--- src/rtl/ps2_key_ctrl_if.sv ---
// Byte-in / direction-out stream bundle for ps2_key_ctrl.
// The slave modport is the controller side; master is the byte source and command consumer.
interface ps2_key_ctrl_if;
  logic       byte_valid;
  logic [7:0] byte_data;
  logic       dir_valid;
  logic [1:0] dir_data;
  logic       dir_ready;

  modport slave  (input  byte_valid, byte_data, dir_ready,
                  output dir_valid, dir_data);
  modport master (output byte_valid, byte_data, dir_ready,
                  input  dir_valid, dir_data);
endinterface

--- src/rtl/ps2_key_ctrl.sv ---
// PS/2 scan-code decoder turning arrow/WASD make/break codes into a direction-command FIFO.
// Optional macro SNAKE_NO_REVERSE_EN suppresses pushes that reverse the last pushed direction.
module ps2_key_ctrl #(
  parameter int FIFO_DEPTH     = 4,
  parameter int TIMEOUT_CYCLES = 100000
) (
  input  logic                clk,
  input  logic                rst_n,
  ps2_key_ctrl_if.slave       bus,
  output logic [3:0]          held,
  output logic [7:0]          last_code,
  output logic                overflow
);

  localparam int AW = $clog2(FIFO_DEPTH);
  localparam int TW = $clog2(TIMEOUT_CYCLES + 1);
  localparam logic [AW:0]   DEPTH_C = (AW + 1)'(FIFO_DEPTH);
  localparam logic [TW-1:0] TMAX_C  = TW'(TIMEOUT_CYCLES - 1);

  typedef enum logic [1:0] {IDLE, EXT, BRK, EXT_BRK} state_t;

  state_t        r_state, w_state_nxt;
  logic [TW-1:0] r_tcnt;
  logic [3:0]    r_held;
  logic [7:0]    r_last_code;
  logic          r_overflow;
  logic [1:0]    r_mem [FIFO_DEPTH];
  logic [AW-1:0] r_wptr, r_rptr;
  logic [AW:0]   r_count;

  logic       w_make, w_brk, w_ext, w_timeout;
  logic       w_hit, w_make_new, w_push, w_pop, w_wr, w_rev_block;
  logic [1:0] w_dir;

  // {hit, dir}: dir encodes 00 up, 01 down, 10 left, 11 right
  function automatic logic [2:0] dir_decode(input logic ext, input logic [7:0] code);
    logic [2:0] r;
    r = 3'b000;
    if (ext) begin
      case (code)
        8'h75:   r = 3'b100;
        8'h72:   r = 3'b101;
        8'h6B:   r = 3'b110;
        8'h74:   r = 3'b111;
        default: r = 3'b000;
      endcase
    end else begin
      case (code)
        8'h1D:   r = 3'b100;
        8'h1B:   r = 3'b101;
        8'h1C:   r = 3'b110;
        8'h23:   r = 3'b111;
        default: r = 3'b000;
      endcase
    end
    return r;
  endfunction

  assign w_timeout = (r_state != IDLE) && !bus.byte_valid && (r_tcnt == TMAX_C);

  always_comb begin
    w_state_nxt = r_state;
    w_make      = 1'b0;
    w_brk       = 1'b0;
    w_ext       = 1'b0;
    if (bus.byte_valid) begin
      case (r_state)
        IDLE: begin
          if (bus.byte_data == 8'hE0)      w_state_nxt = EXT;
          else if (bus.byte_data == 8'hF0) w_state_nxt = BRK;
          else                             w_make      = 1'b1;
        end
        EXT: begin
          if (bus.byte_data == 8'hF0)      w_state_nxt = EXT_BRK;
          else if (bus.byte_data == 8'hE0) w_state_nxt = EXT;
          else begin
            w_make      = 1'b1;
            w_ext       = 1'b1;
            w_state_nxt = IDLE;
          end
        end
        BRK: begin
          w_brk       = 1'b1;
          w_state_nxt = IDLE;
        end
        default: begin
          w_brk       = 1'b1;
          w_ext       = 1'b1;
          w_state_nxt = IDLE;
        end
      endcase
    end else if (w_timeout) begin
      w_state_nxt = IDLE;
    end
  end

  always_ff @(posedge clk or negedge rst_n) begin
    if (!rst_n) r_state <= IDLE;
    else        r_state <= w_state_nxt;
  end

  always_ff @(posedge clk or negedge rst_n) begin
    if (!rst_n)                                              r_tcnt <= '0;
    else if (bus.byte_valid || r_state == IDLE || w_timeout) r_tcnt <= '0;
    else                                                     r_tcnt <= r_tcnt + 1'b1;
  end

  assign {w_hit, w_dir} = dir_decode(w_ext, bus.byte_data);
  assign w_make_new     = w_make && w_hit && !r_held[w_dir];
  assign w_push         = w_make_new && !w_rev_block;
  assign w_pop          = (r_count != '0) && bus.dir_ready;
  assign w_wr           = w_push && ((r_count != DEPTH_C) || w_pop);

`ifdef SNAKE_NO_REVERSE_EN
  logic       r_last_vld;
  logic [1:0] r_last_dir;

  // Opposite directions differ only in the low bit of the encoding
  assign w_rev_block = r_last_vld && (w_dir == (r_last_dir ^ 2'b01));

  always_ff @(posedge clk or negedge rst_n) begin
    if (!rst_n) begin
      r_last_vld <= 1'b0;
      r_last_dir <= 2'b00;
    end else if (w_wr) begin
      r_last_vld <= 1'b1;
      r_last_dir <= w_dir;
    end
  end
`else
  assign w_rev_block = 1'b0;
`endif

  always_ff @(posedge clk or negedge rst_n) begin
    if (!rst_n) begin
      r_held      <= 4'b0000;
      r_last_code <= 8'h00;
      r_overflow  <= 1'b0;
    end else begin
      if (bus.byte_valid)      r_last_code   <= bus.byte_data;
      if (w_make_new)          r_held[w_dir] <= 1'b1;
      else if (w_brk && w_hit) r_held[w_dir] <= 1'b0;
      if (w_push && !w_wr)     r_overflow    <= 1'b1;
    end
  end

  always_ff @(posedge clk or negedge rst_n) begin
    if (!rst_n) begin
      r_wptr  <= '0;
      r_rptr  <= '0;
      r_count <= '0;
    end else begin
      if (w_wr)  r_wptr <= r_wptr + 1'b1;
      if (w_pop) r_rptr <= r_rptr + 1'b1;
      case ({w_wr, w_pop})
        2'b10:   r_count <= r_count + 1'b1;
        2'b01:   r_count <= r_count - 1'b1;
        default: r_count <= r_count;
      endcase
    end
  end

  // Storage carries data only; occupancy gating keeps the head at 00 when empty
  always_ff @(posedge clk) begin
    if (w_wr) r_mem[r_wptr] <= w_dir;
  end

  assign bus.dir_valid = (r_count != '0);
  assign bus.dir_data  = (r_count != '0) ? r_mem[r_rptr] : 2'b00;
  assign held          = r_held;
  assign last_code     = r_last_code;
  assign overflow      = r_overflow;

endmodule
--- src/flat_wrapper.sv ---
// flat-port wrapper written by rule: the top's interface ports become plain ports
module ps2_key_ctrl_flat 
#(
  parameter int FIFO_DEPTH     = 4,
  parameter int TIMEOUT_CYCLES = 100000
)
  (clk, rst_n, held, last_code, overflow, bus_byte_valid, bus_byte_data, bus_dir_ready, bus_dir_valid, bus_dir_data);
  ps2_key_ctrl_if bus_i ();
  input  logic clk;
  input  logic rst_n;
  output logic [3:0] held;
  output logic [7:0] last_code;
  output logic overflow;
  input wire logic [$bits(bus_i.byte_valid)-1:0] bus_byte_valid;
  input wire logic [$bits(bus_i.byte_data)-1:0] bus_byte_data;
  input wire logic [$bits(bus_i.dir_ready)-1:0] bus_dir_ready;
  output wire logic [$bits(bus_i.dir_valid)-1:0] bus_dir_valid;
  output wire logic [$bits(bus_i.dir_data)-1:0] bus_dir_data;
  assign bus_i.byte_valid = bus_byte_valid;
  assign bus_i.byte_data = bus_byte_data;
  assign bus_i.dir_ready = bus_dir_ready;
  assign bus_dir_valid = bus_i.dir_valid;
  assign bus_dir_data = bus_i.dir_data;
  ps2_key_ctrl #(.FIFO_DEPTH(FIFO_DEPTH), .TIMEOUT_CYCLES(TIMEOUT_CYCLES)) u_core (.clk(clk), .rst_n(rst_n), .bus(bus_i), .held(held), .last_code(last_code), .overflow(overflow));
endmodule
--- config.mk ---
export PLATFORM = sky130hd
export DESIGN_NAME = ps2_key_ctrl_flat
export DESIGN_NICKNAME = d
export VERILOG_FILES = /design/src/rtl/ps2_key_ctrl_if.sv /design/src/rtl/ps2_key_ctrl.sv /design/src/flat_wrapper.sv
export SDC_FILE = /design/constraint.sdc
export NUM_CORES = 1
export LEC_CHECK = 0
export CAP_MARGIN = 20
export CORE_ASPECT_RATIO = 2
export CORE_MARGIN = 2
export CORE_UTILIZATION = 55
export DETAILED_ROUTE_END_ITERATION = 7
export DONT_BUFFER_PORTS = 1
export PLACE_DENSITY = 0.7
export SLEW_MARGIN = 20
export SYNTH_ARGS = -nofsm -noshare
export SYNTH_HDL_FRONTEND = slang
export SYNTH_SLANG_ARGS = --single-unit
--- constraint.sdc ---
create_clock -name clk -period 4.5 [get_ports clk]
set_input_delay 0.9 -clock clk [delete_from_list [all_inputs] [get_ports clk]]
set_output_delay 0.9 -clock clk [all_outputs]
set_load 0.005 [all_outputs]
==> results_dict.tcl, run 1 <==
set metrics [dict create \
    outcome "completed" \
    crit_buf_inv 1 \
    grt_max_degree 40 \
    hold_viol_final 0 \
    cap_viol_max_count 0 \
    p_int_w 0.000727 \
    grt_use_total 0.202 \
    maxSlewHeadroom 0.434 \
    cts_hold_buf 0 \
    cpMostUsedCell "xor2_1" \
    power_density_mw_per_mm2 360 \
    vdd_drop_max_uv 225 \
    yosysWarnings 0 \
    antenna_cells 0 \
    finalNonFillerCells 293 \
    layout_setup_ws_ns 1.26 \
    critPathMaxStageDelay_ns 0.54 \
    cp_data_arrival_time_ns 3.46 \
    syn_avg_cell_area_um2 10.8 \
    p_comb_frac 0.165 \
    nets 256 \
    synth_top_area_share 0.382 \
    critical_path.cell_chain "or4b_4, o21ai_4, mux2_2, o32a_2, nand4_4, ha_1, inv_1, fa_1, xor2_1, nor2_1, xor2_1" \
    dr_wl_met3_um 192 \
    rsz0062_at_grt "no" \
    grt_pass1_vias 1788 \
    routabilityCongestion 0.919 \
    cp_max_fo 8 \
    yosys-top-cells-area "dfrtp_1 38%, edfxtp_1 9.4%, xor2_1 4.8%" \
    start_kind "input port" \
    drtPass1Iterations 4 \
    max_clock_freq_mhz 309 \
    wl_met2_um 2560 \
    syn_nets 255 \
    power_w 0.000971 \
    synth_cell_types 57 \
    topRoutingLayerUsed "met4" \
    rows 35 \
    avgViaCountPerCell 5.88 \
    slowest_stage "or4b_4" \
    path_class "input port to flop" \
    fin_crit_sh 0.720 \
    cts.sinks 47 \
    num_vias 1723 \
    worst_pin_slew_ns 0.838 \
    totalWireLength_um 4720 \
    seq_area_frac_synth 0.476 \
    clkPwrFrac 0.306 \
    fin_worst_skew_ns 0.00913 \
    sequentialPowerShare 0.529 \
    synth_top_area_cell "dfrtp_1" \
    final_util 0.592 \
    clk_latency_ns 0.29 \
    ys_ff_latch 47 \
    p_sw_frac 0.251 \
    holdCritPathClass "input port to asynchronous set/reset pin" \
    place_ws_ns 0.950 \
    route.detailed.drc 0 \
    critPathTopFamily "simple AND/OR/NAND/NOR gates" \
    fp.dieW_um 52.2 \
    wl_met1_um 1810 \
    syn_area_mm2 0.00256 \
    critPathCaptureType "flop" \
    htree_levels 2 \
    drt_iter0_markers 29 \
    die_area_mm2 0.00524 \
    coreArea_mm2 0.00455 \
    initial_core_util 0.562 \
    io_pins 28 \
    cp.required_ns 4.72 \
    period_needed_ns 3.24 \
    p_sw_w 0.000244 \
    clk_pin_slew_ns 0.09 \
    cellLeakagePower_nw 1.08 \
    synth-async-reset-ratio 0.830 \
    synth_edf_count 8 \
    finalSetupViolCount 0 \
    die_h_um 100 \
    cts_resized 0 \
    drv_slew 0 \
    cts_buffers 5 \
    final_antenna_net_count 0 \
    postCtsSetupBuffers 0 \
    cts_tree "done" \
    area_delta_synth_final_pct 5.48 \
    overflow 0 \
    setup_tns_ns 0 \
    ff_latch_area_mm2 0.00122 \
    clockBufferDepth 2 \
    drive_gt1_frac 0.122 \
    dp_cells 285 \
    io_buffers 0 \
    nFillCells 413 \
    antenna_found_initial 0 \
    multi_input_area_mm2 0.00124 \
    grt_first_pass_wirelength_um 7930 \
    dp_hpwl_um 3470 \
    wl_per_cell_um 16.1 \
    synthFlopType "dfrtp_1" \
    synthCells 236 \
    cts_root_buffer "clkbuf_8" \
]
## power by group through the flow
stage	Clock, W	Combinational, W	Sequential, W
after global routing	0.000321	0.000182	0.000520
after detailed placement	0	0.000161	0.000524
after floorplan	0	0.000144	0.000511
after CTS	0.000310	0.000163	0.000515
final	0.000297	0.000160	0.000513
after global placement	0	0.000158	0.000523
## stage by stage
| stage | hold WS (ns) | area, µm² |
|---|---|---|
| 2_1_floorplan | 0.449 | 2560 |
| 3_3_place_gp | 0.475 | 2590 |
| 3_5_place_dp | 0.483 | 2590 |
| 4_1_cts | 0.278 | 2690 |
| 5_1_grt | 0.272 | 2700 |
| 6_report | 0.293 | 2700 |
## cell families after synthesis
kind of cell             synth area share
XOR/XNOR                           0.0753
AO/OA/AOI/OAI                      0.0856
AND/OR/NAND/NOR                     0.215
adder cells (fa/ha/maj)            0.0372
multiplexers                       0.0709
flip-flops                          0.476
buffers and inverters              0.0401
## synthesized netlist by cell type, types with 3 or more instances
library cell,count
a21oi_1,5
a31oi_1,4
and2_1,5
and3_1,3
dfrtp_1,39
edfxtp_1,8
ha_1,6
inv_1,17
mux2_2,9
nand2_1,13
nand3_1,14
nor2_1,30
nor3_1,5
o21ai_0,3
xnor2_1,8
xor2_1,14
## final timing paths
path,startpoint,end,slack [ns],cells after the start
max,bus_byte_data[2],u_core.r_count[2],1.26,11
min,rst_n,asynchronous set/reset pin,0.29,0
max reg2reg,u_core.r_state[1],u_core.r_count[2],1.36,11
min reg2reg,u_core.r_count[2],u_core.r_count[2],0.49,1
max in group asynchronous,rst_n,u_core.r_tcnt[14],4.11,0
min in group clk,u_core.r_count[2],u_core.r_count[2],0.49,1
## cell usage in the layout (no fill, tap or decap), types with 3 or more instances in the layout
cell and n:
mux2_2 9, dfrtp_1 39, o21ai_0 3, nor2_1 30, ha_1 6, xnor2_1 8
nor3_1 5, nand3_1 14, nand2_1 13, xor2_1 14, inv_1 17, a31oi_1 4
and2_1 5, a21oi_1 5, edfxtp_1 8, and3_1 3, clkbuf_8 5
## state kept, by name (all words and copies together), names as in the netlist, named ones only
| signal | count |
|---|---|
| u_core.r_mem | 8 |
| u_core.last_code | 8 |
| u_core.r_wptr | 2 |
| u_core.r_rptr | 2 |
| u_core.overflow | 1 |
| u_core.r_state | 2 |
| u_core.r_tcnt | 17 |
| u_core.r_count | 3 |
## metal layers
layer  vias to the layer above  GRT usage
met2                        43      0.352
met4                         0      0.103
met3                        13     0.0506
met5                         -          0
li1                        832          -
met1                       835      0.219
## cell type report
class / instances / area share
clock buffer: 7 / 0.0283
clock inverter: 1 / 0.0111
inverter: 17 / 0.0237
multi-input combinational: 166 / 0.461
sequential: 47 / 0.451
tap: 55 / 0.0255
Note: power is estimated with default switching activity, not from simulation.
==> run 2, diff against run 1 <==
--- a/config.mk
+++ b/config.mk
@@ -11,7 +11,7 @@
 export CORE_UTILIZATION = 55
 export DETAILED_ROUTE_END_ITERATION = 7
 export DONT_BUFFER_PORTS = 1
-export PLACE_DENSITY = 0.7
+export PLACE_DENSITY = 0.73
 export SLEW_MARGIN = 20
 export SYNTH_ARGS = -nofsm -noshare
 export SYNTH_HDL_FRONTEND = slang
==> constraint.sdc (replaced) <==
create_clock -name clk -period 2.71 [get_ports clk]
set_input_delay 0.542 -clock clk [delete_from_list [all_inputs] [get_ports clk]]
set_output_delay 0.542 -clock clk [all_outputs]
set_load 0.005 [all_outputs]
==> run 2 against run 1 <==
Compared with the run above: hold slack got worse by 0.23 ns; wire length is 9.8% higher; non-clock buffer count rose by 18.
==> results_dict.tcl, run 2 (synthesized netlist as in run 1, its figures left out) <==
set metrics [dict create \
    outcome "completed" \
    holdCritPathClass "input port to asynchronous set/reset pin" \
    layout_setup_ws_ns 0.0379 \
    final_cell_mix "39 x dfrtp_1, 30 x nor2_1, 17 x buf_4" \
    clk_latency_ns 0.30 \
    dp_hpwl_um 3880 \
    p_comb_frac 0.201 \
    hold_viol_final 0 \
    cts.sinks 47 \
    drive_gt1_frac 0.195 \
    fin_crit_sh 0.986 \
    drv_slew 0 \
    final_antenna_net_count 0 \
    die_h_um 100 \
    max_clock_freq_mhz 374 \
    fp.dieW_um 52.2 \
    io_buffers 0 \
    routabilityCongestion 0.993 \
    finalNonFillerCells 311 \
    grt_pass1_vias 1890 \
    fin_worst_skew_ns 0.00622 \
    p_int_w 0.00114 \
    multi_input_area_mm2 0.00127 \
    grt_max_degree 40 \
    ff_latch_area_mm2 0.00122 \
    cp_data_arrival_time_ns 2.90 \
    num_vias 1814 \
    final_cell_area_mm2 0.00285 \
    cap_viol_max_count 0 \
    critPathCaptureType "flop" \
    maxSlewHeadroom 0.732 \
    rows 35 \
    grt_use_total 0.223 \
    start_kind "flop" \
    area_delta_synth_final_pct 11.4 \
    coreArea_mm2 0.00455 \
    nFillCells 385 \
    grt_first_pass_wirelength_um 8710 \
    clkPwrFrac 0.259 \
    die_area_mm2 0.00524 \
    avgViaCountPerCell 5.83 \
    top_register "u_core.r_tcnt" \
    nets 274 \
    antenna_cells 0 \
    power_density_mw_per_mm2 556 \
    rsz0062_at_grt "yes" \
    period_needed_ns 2.67 \
    finalSetupViolCount 0 \
    place_ws_ns -0.198 \
    cts_buffers 5 \
    drtPass1Iterations 5 \
    clockBufferDepth 2 \
    fin_hold_ws_ns 0.0659 \
    p_sw_w 0.000444 \
    clk_pin_slew_ns 0.09 \
    htree_levels 2 \
    initial_core_util 0.562 \
    path_class "flop to flop" \
    dpl_cell_area_mm2 0.00275 \
    io_pins 28 \
    cp_max_fo 3 \
    overflow 0 \
    antenna_found_initial 0 \
    vdd_drop_max_uv 537 \
    totalWireLength_um 5180 \
    cts_tree "done" \
    worst_pin_slew_ns 0.401 \
    dp_cells 302 \
    wl_per_cell_um 16.6 \
    cts_root_buffer "clkbuf_8" \
    largest_register_ffs 17 \
    cp.required_ns 2.93 \
    layout_commonest_cell "dfrtp_1" \
    cellLeakagePower_nw 1.17 \
    sequentialPowerShare 0.539 \
    drt_iter0_markers 46 \
    p_sw_frac 0.281 \
    route.detailed.drc 0 \
]
[run 2: critical path, stage by stage (launching register included)]
cell     delay [ns]
dfrtp_1        0.39
or4b_4         0.51
o21ai_4        0.17
mux2_4         0.33
o32a_4         0.21
nand4_4        0.08
ha_4           0.14
inv_2          0.03
fa_2           0.33
xor2_1         0.15
nor2_1         0.12
xor2_1         0.15
[run 2: per-stage QoR]
| step | total power, W | utilization | TNS [ns] |
|---|---|---|---|
| 3_5_place_dp | 0.00117 | 0.603 | -0.258 |
| 4_1_cts | 0.00160 | 0.626 | 0 |
| 3_3_place_gp | 0.00115 | 0.603 | -0.145 |
| 5_1_grt | 0.00166 | 0.626 | -0.0974 |
| 6_report | 0.00158 | 0.626 | 0 |
| 2_1_floorplan | 0.00110 | - | -0.254 |
[run 2: per-layer routing]
layer | wire length, µm | part of all wire | vias to the layer above | global-route usage
met5 | 0 | 0 | - | 0
met4 | 133 | 0.026 | 0 | 0.0986
met3 | 230 | 0.044 | 10 | 0.0446
met2 | 2850 | 0.55 | 50 | 0.393
met1 | 1960 | 0.38 | 883 | 0.251
li1 | - | - | 871 | -
[run 2: area by class of cell]
type,count,area share
clock buffers,6,0.0255
clock inverters,2,0.00395
inverters,17,0.0224
multi-input cells,166,0.445
flip-flops and latches,47,0.427
well taps,55,0.0242
repair buffers,18,0.0518
[run 2: final timing paths]
check,startpoint,to,slack [ns],cells after the start
hold / removal,rst_n,u_core.r_wptr[1],0.07,1
setup / recovery,u_core.r_state[1],u_core.r_count[2],0.04,11
hold reg to reg,u_core.r_tcnt[0],u_core.r_tcnt[0],0.50,1
min in group clk,bus_byte_data[4],u_core.r_state[0],0.33,1
setup reg to reg,u_core.r_state[1],u_core.r_count[2],0.04,11
max in group asynchronous,rst_n,asynchronous set/reset pin,2.43,1
[run 2: timing repair]
item / 4_1_cts / 5_1_grt
setup buffers: 0 / 0
hold buffers: 1 / 0
endpoints found under the hold margin: 39 / 0
setup endpoints to repair: 1 / 1
pin swaps: 1 / 1
resized for setup: 0 / 0
[run 2: power by group through the flow]
stage | logic, W | clock network (W) | registers [W]
after global routing | 0.000358 | 0.000441 | 0.000864
final | 0.000318 | 0.000411 | 0.000854
after global placement | 0.000287 | 0 | 0.000865
after CTS | 0.000322 | 0.000425 | 0.000855
after detailed placement | 0.000305 | 0 | 0.000869
after floorplan | 0.000256 | 0 | 0.000849
==> run 3, diff against run 2 <==
--- a/config.mk
+++ b/config.mk
@@ -6,12 +6,11 @@
 export NUM_CORES = 1
 export LEC_CHECK = 0
 export CAP_MARGIN = 20
-export CORE_ASPECT_RATIO = 2
-export CORE_MARGIN = 2
+export CORE_ASPECT_RATIO = 0.7
 export CORE_UTILIZATION = 55
 export DETAILED_ROUTE_END_ITERATION = 7
 export DONT_BUFFER_PORTS = 1
-export PLACE_DENSITY = 0.73
+export PLACE_DENSITY = 0.74
 export SLEW_MARGIN = 20
 export SYNTH_ARGS = -nofsm -noshare
 export SYNTH_HDL_FRONTEND = slang
==> run 3 against run 2 <==
Compared with the run above: register-to-register slack about the same; clock skew about the same; global-route usage down 0.51 points; critical path depth unchanged; non-clock buffer count unchanged; maximum frequency about the same; highest routed layer unchanged; largest cell class unchanged.
==> results_dict.tcl, run 3 (synthesized netlist as in run 1, its figures left out) <==
set metrics [dict create \
    start_kind "flop" \
    worst_pin_slew_ns 0.461 \
    largest_register_ffs 17 \
    layout_setup_ws_ns 0.0360 \
    grt_max_degree 40 \
    cts.sinks 47 \
    finalNonFillerCells 311 \
    avgViaCountPerCell 5.58 \
    cts_buffers 5 \
    reg2reg_from "u_core.r_state[1]" \
    dp_hpwl_um 3480 \
    power_density_mw_per_mm2 548 \
    nets 274 \
    io_pins 28 \
    dpl_cell_area_mm2 0.00275 \
    fp.dieW_um 83.5 \
    grt_first_pass_wirelength_um 8240 \
    fin_crit_sh 0.987 \
    route.detailed.drc 0 \
    cts_tree "done" \
    num_vias 1734 \
    met2_usage 0.317 \
    fin_worst_skew_ns 0.00621 \
    holdCritPathClass "input port to asynchronous set/reset pin" \
    drive_gt1_frac 0.191 \
    final_antenna_net_count 0 \
    clockBufferDepth 2 \
    cellLeakagePower_nw 1.17 \
    critPathMaxStageDelay_ns 0.50 \
    cap_viol_max_count 0 \
    top_register "u_core.r_tcnt" \
    cp_data_arrival_time_ns 2.89 \
    top_usage_layer "met1" \
    fin_hold_ws_ns 0.0815 \
    critical_path.cell_chain "or4b_4, o21ai_4, mux2_4, o32a_4, nand4_4, ha_4, inv_2, fa_2, xor2_1, nor2_1, xor2_1" \
    routabilityCongestion 0.876 \
    final_cell_mix "39 x dfrtp_1, 30 x nor2_1, 17 x buf_4" \
    rows 20 \
    drtPass1Iterations 4 \
    reg2reg_slack_ns 0.04 \
    layout_commonest_cell "dfrtp_1" \
    grt_pass1_vias 1710 \
    maxSlewHeadroom 0.692 \
    vdd_drop_max_uv 449 \
    rr_endpoint "u_core.r_count[2]" \
    initial_core_util 0.581 \
    cts_resized 0 \
    coreArea_mm2 0.00440 \
    outcome "completed" \
    cp.required_ns 2.93 \
    cpMostUsedCell "xor2_1" \
    ff2ff_path_depth 11 \
    critPathCaptureType "flop" \
    dp_cells 302 \
    path_class "flop to flop" \
    die_area_mm2 0.00493 \
    final_cell_area_mm2 0.00285 \
    die_h_um 59.1 \
    antenna_found_initial 0 \
    cp_max_fo 4 \
    place_ws_ns -0.184 \
    totalWireLength_um 4730 \
    slowest_stage "or4b_4" \
    max_clock_freq_mhz 374 \
    clk_latency_ns 0.29 \
    overflow 0 \
    use_met3 0.0501 \
    clk_pin_slew_ns 0.08 \
    rsz0062_at_grt "yes" \
    finalSetupViolCount 0 \
    area_delta_synth_final_pct 11.3 \
    cts_root_buffer "clkbuf_8" \
    drt_iter0_markers 108 \
    met1_usage 0.329 \
    hold_viol_final 0 \
    drv_slew 0 \
    grt_use_total 0.218 \
    power_w 0.00156 \
    period_needed_ns 2.67 \
    htree_levels 2 \
    io_buffers 0 \
    antenna_cells 0 \
    wl_per_cell_um 15.2 \
]
run 3: cell types whose count changed in the layout (fill, tap and decap cells not counted):
cell      delta
inv_4        -1
clkbuf_1     +1
run 3: power by group:
part | internal, W | switching [W]
Combinational | 0.000172 | 0.000138
Clock | 0.000181 | 0.000217
Sequential | 0.000783 | 0.0000692
Total | 0.00114 | 0.000424
run 3: per-layer routing:
| metal | part of all wire | routed length, µm |
|---|---|---|
| met1 | 0.53 | 2490 |
| met2 | 0.41 | 1930 |
| met3 | 0.055 | 261 |
| met4 | 0.010 | 48 |
| met5 | 0 | 0 |
run 3: through the flow:
stage	TNS, ns	utilization
finish	0	0.646
global route	-0.0971	0.646
CTS	0	0.646
detailed placement	-0.260	0.623
global placement	-0.191	0.623
floorplan	-0.254	-
run 3: cell type report:
cell class | instances | area, µm²
clock buffers | 7 | 76.3
repair buffers | 18 | 148
clock inverters | 1 | 5.00
flip-flops and latches | 47 | 1220
well taps | 55 | 68.8
multi-input cells | 166 | 1270
fillers | 358 | 1560
inverters | 17 | 63.8
run 3: repair_timing:
item	CTS	global route
hold buffers	1	0
setup endpoints to repair	1	1
buffers inserted	0	0
pin swaps	1	0
endpoints found under the hold margin	39	0
run 3: worst max-delay path by stage:
stage | from | slack [ns] | end
final | u_core.r_state[1] | 0.04 | u_core.r_count[2]
after CTS | u_core.r_state[1] | 0.02 | u_core.r_count[2]
after global routing | u_core.r_state[1] | -0.1 | u_core.r_count[2]
after global placement | bus_byte_data[1] | -0.16 | u_core.r_count[2]
after detailed placement | bus_byte_data[1] | -0.18 | u_core.r_count[2]
after floorplan | bus_byte_data[1] | -0.18 | u_core.r_count[2]
run 3: critical path: cells and delay by family (launching register included):
kind	cells	cell delay [ns]
AO/OA/AOI/OAI	2	0.38
XOR/XNOR	2	0.29
adder cells (fa/ha/maj)	2	0.46
buffers and inverters	1	0.03
flip-flops	1	0.39
multiplexers	1	0.33
AND/OR/NAND/NOR	3	0.70
==> RTL change (flow settings as in run 2) <==
Re-encode `state_t` (4 states) as Gray code, 2 bits wide.
--- a/src/rtl/ps2_key_ctrl.sv
+++ b/src/rtl/ps2_key_ctrl.sv
@@ -17,7 +17,7 @@
   localparam logic [AW:0]   DEPTH_C = (AW + 1)'(FIFO_DEPTH);
   localparam logic [TW-1:0] TMAX_C  = TW'(TIMEOUT_CYCLES - 1);
 
-  typedef enum logic [1:0] {IDLE, EXT, BRK, EXT_BRK} state_t;
+  typedef enum logic [1:0] {IDLE = 2'b00, EXT = 2'b01, BRK = 2'b11, EXT_BRK = 2'b10} state_t;
 
   state_t        r_state, w_state_nxt;
   logic [TW-1:0] r_tcnt;
Check against the original RTL: no difference found for any inputs over 4 cycles, from zero or initial values and one cycle with rst_n low; so few cycles prove little.
==> RTL change against run 2 <==
  * The run now ends with negative setup slack left
  * Cell area increased by 2.3%
  * Sequential power increased by 2%
  * Wire length shrank 7.0%
  * Worst setup slack worse by 0.092 ns
  * Sequential cell count unchanged
  * Clock skew shrank 0.0036 ns
  * Final cell count is 0.32% lower
  * Area after synthesis shrank 0.24%
  * Non-clock buffer count increased by 2
  * Power is 14% higher
  * Sequential share of layout area shrank 0.95 points
  * Critical endpoint unchanged
  * Largest cell class unchanged
  * Largest power group unchanged
==> RTL change: results (changes against run 2) <==
placed insts=298 (-1.3%); CP Launch Point=u_core.r_state[0]$_DFFE_PN0P_; Max stage delay on crit path=0.39 ns (-0.12 ns); Post-DP Area=0.00270 mm² (-1.5%); Pint=1.30 mW (+14%); final setup margin=-0.0536 ns (-0.0915 ns); met3 WL=238 µm (+3.5%); Worst Tran Pin Value=0.616 ns (+0.215 ns); post-synthesis compound-gate area fraction=0.0775 (-0.00813); CP arrival=2.95 ns (+0.05 ns); sequential cell power=873 µW (+2%); total global routing track utilization=0.206 (-0.0171); Yosys cell types=50 (-12%); met2 WL=2.62 mm (-8.1%); CP Max Fanout=6 (+3); Avg Cell Area, Syn=10.9 µm² (+0.61%); Setup Total Neg Slack=-0.0984 ns (-0.0984 ns); Filler cells=377 (-2.1%); Hold Slack=0.0701 ns (+0.00425 ns); met3 Use GR=0.0417 (-0.00298); router iterations before antenna repair=4 (-1); vias in the first global route=1801 (-4.7%); sequential area share after synthesis=0.477 (+0.00117); Layout Nets=275 (+0.36%); skew final=0.00262 ns (-0.00360 ns); DP HPWL=3.50 mm (-9.6%); slowest CP cell=dfrtp_1; VDD IR max=0.577 mV (+7.3%); XOR/XNOR Fraction of Synth Area=0.0755 (+0.000185); WL per Instance=15.5 µm (-6.7%); Power Clock=496 µW (+21%); routing usage on met1=0.237 (-0.0134); M1 WL=1.84 mm (-6.4%); failing checks=negative setup slack; top post-synthesis cells by area=dfrtp_1, edfxtp_1, xor2_1; pre-CTS setup slack=-0.198 ns (-0.000363 ns); total leakage power=1.23 nW (+4.6%); adder-cell area share of the yosys netlist=0.0471 (+0.00990); Via density=5.71 (-2.1%); Initial DRC Count=33 (-28%); Reg2Reg Depth=15 (+4); Synth top cells by count=dfrtp_1, nor2_1, nand2_1; P_sw=499 µW (+12%); Post-Route WL=4.82 mm (-7.0%); final setup fails=2 (+2); status=finished, violations left; layout cells sized above 1=0.220 (+0.0243)
RTL change: final cells by class:
type | instances | area (µm²) | share of cell area
Multi-Input combinational cell | 164 | 1300 | 0.445
Tap cell | 55 | 68.8 | 0.0236
Clock inverter | 1 | 30.0 | 0.0103
Timing Repair Buffer | 20 | 166 | 0.0571
Clock buffer | 7 | 76.3 | 0.0262
Sequential cell | 47 | 1220 | 0.417
Inverter | 16 | 60.1 | 0.0206
RTL change: critical path: cells and delay by family, from the launching register on:
kind | cells | cell delay [ns]
AOI/OAI and AO/OA | 4 | 0.74
buffers and inverters | 3 | 0.19
adders and majority gates | 3 | 0.63
xor gates and xnor gates | 2 | 0.28
muxes | 1 | 0.32
DFF | 1 | 0.39
and+or+nand+nor | 2 | 0.11
RTL change: what timing repair did:
action                     in CTS  in global routing
pin swaps                       3                  2
hold buffers                    1                  0
buffers inserted                3                  0
cloned                          0                  0
resized for setup              13                  1
hold endpoints to repair       39                  0
setup endpoints to repair       2                  2
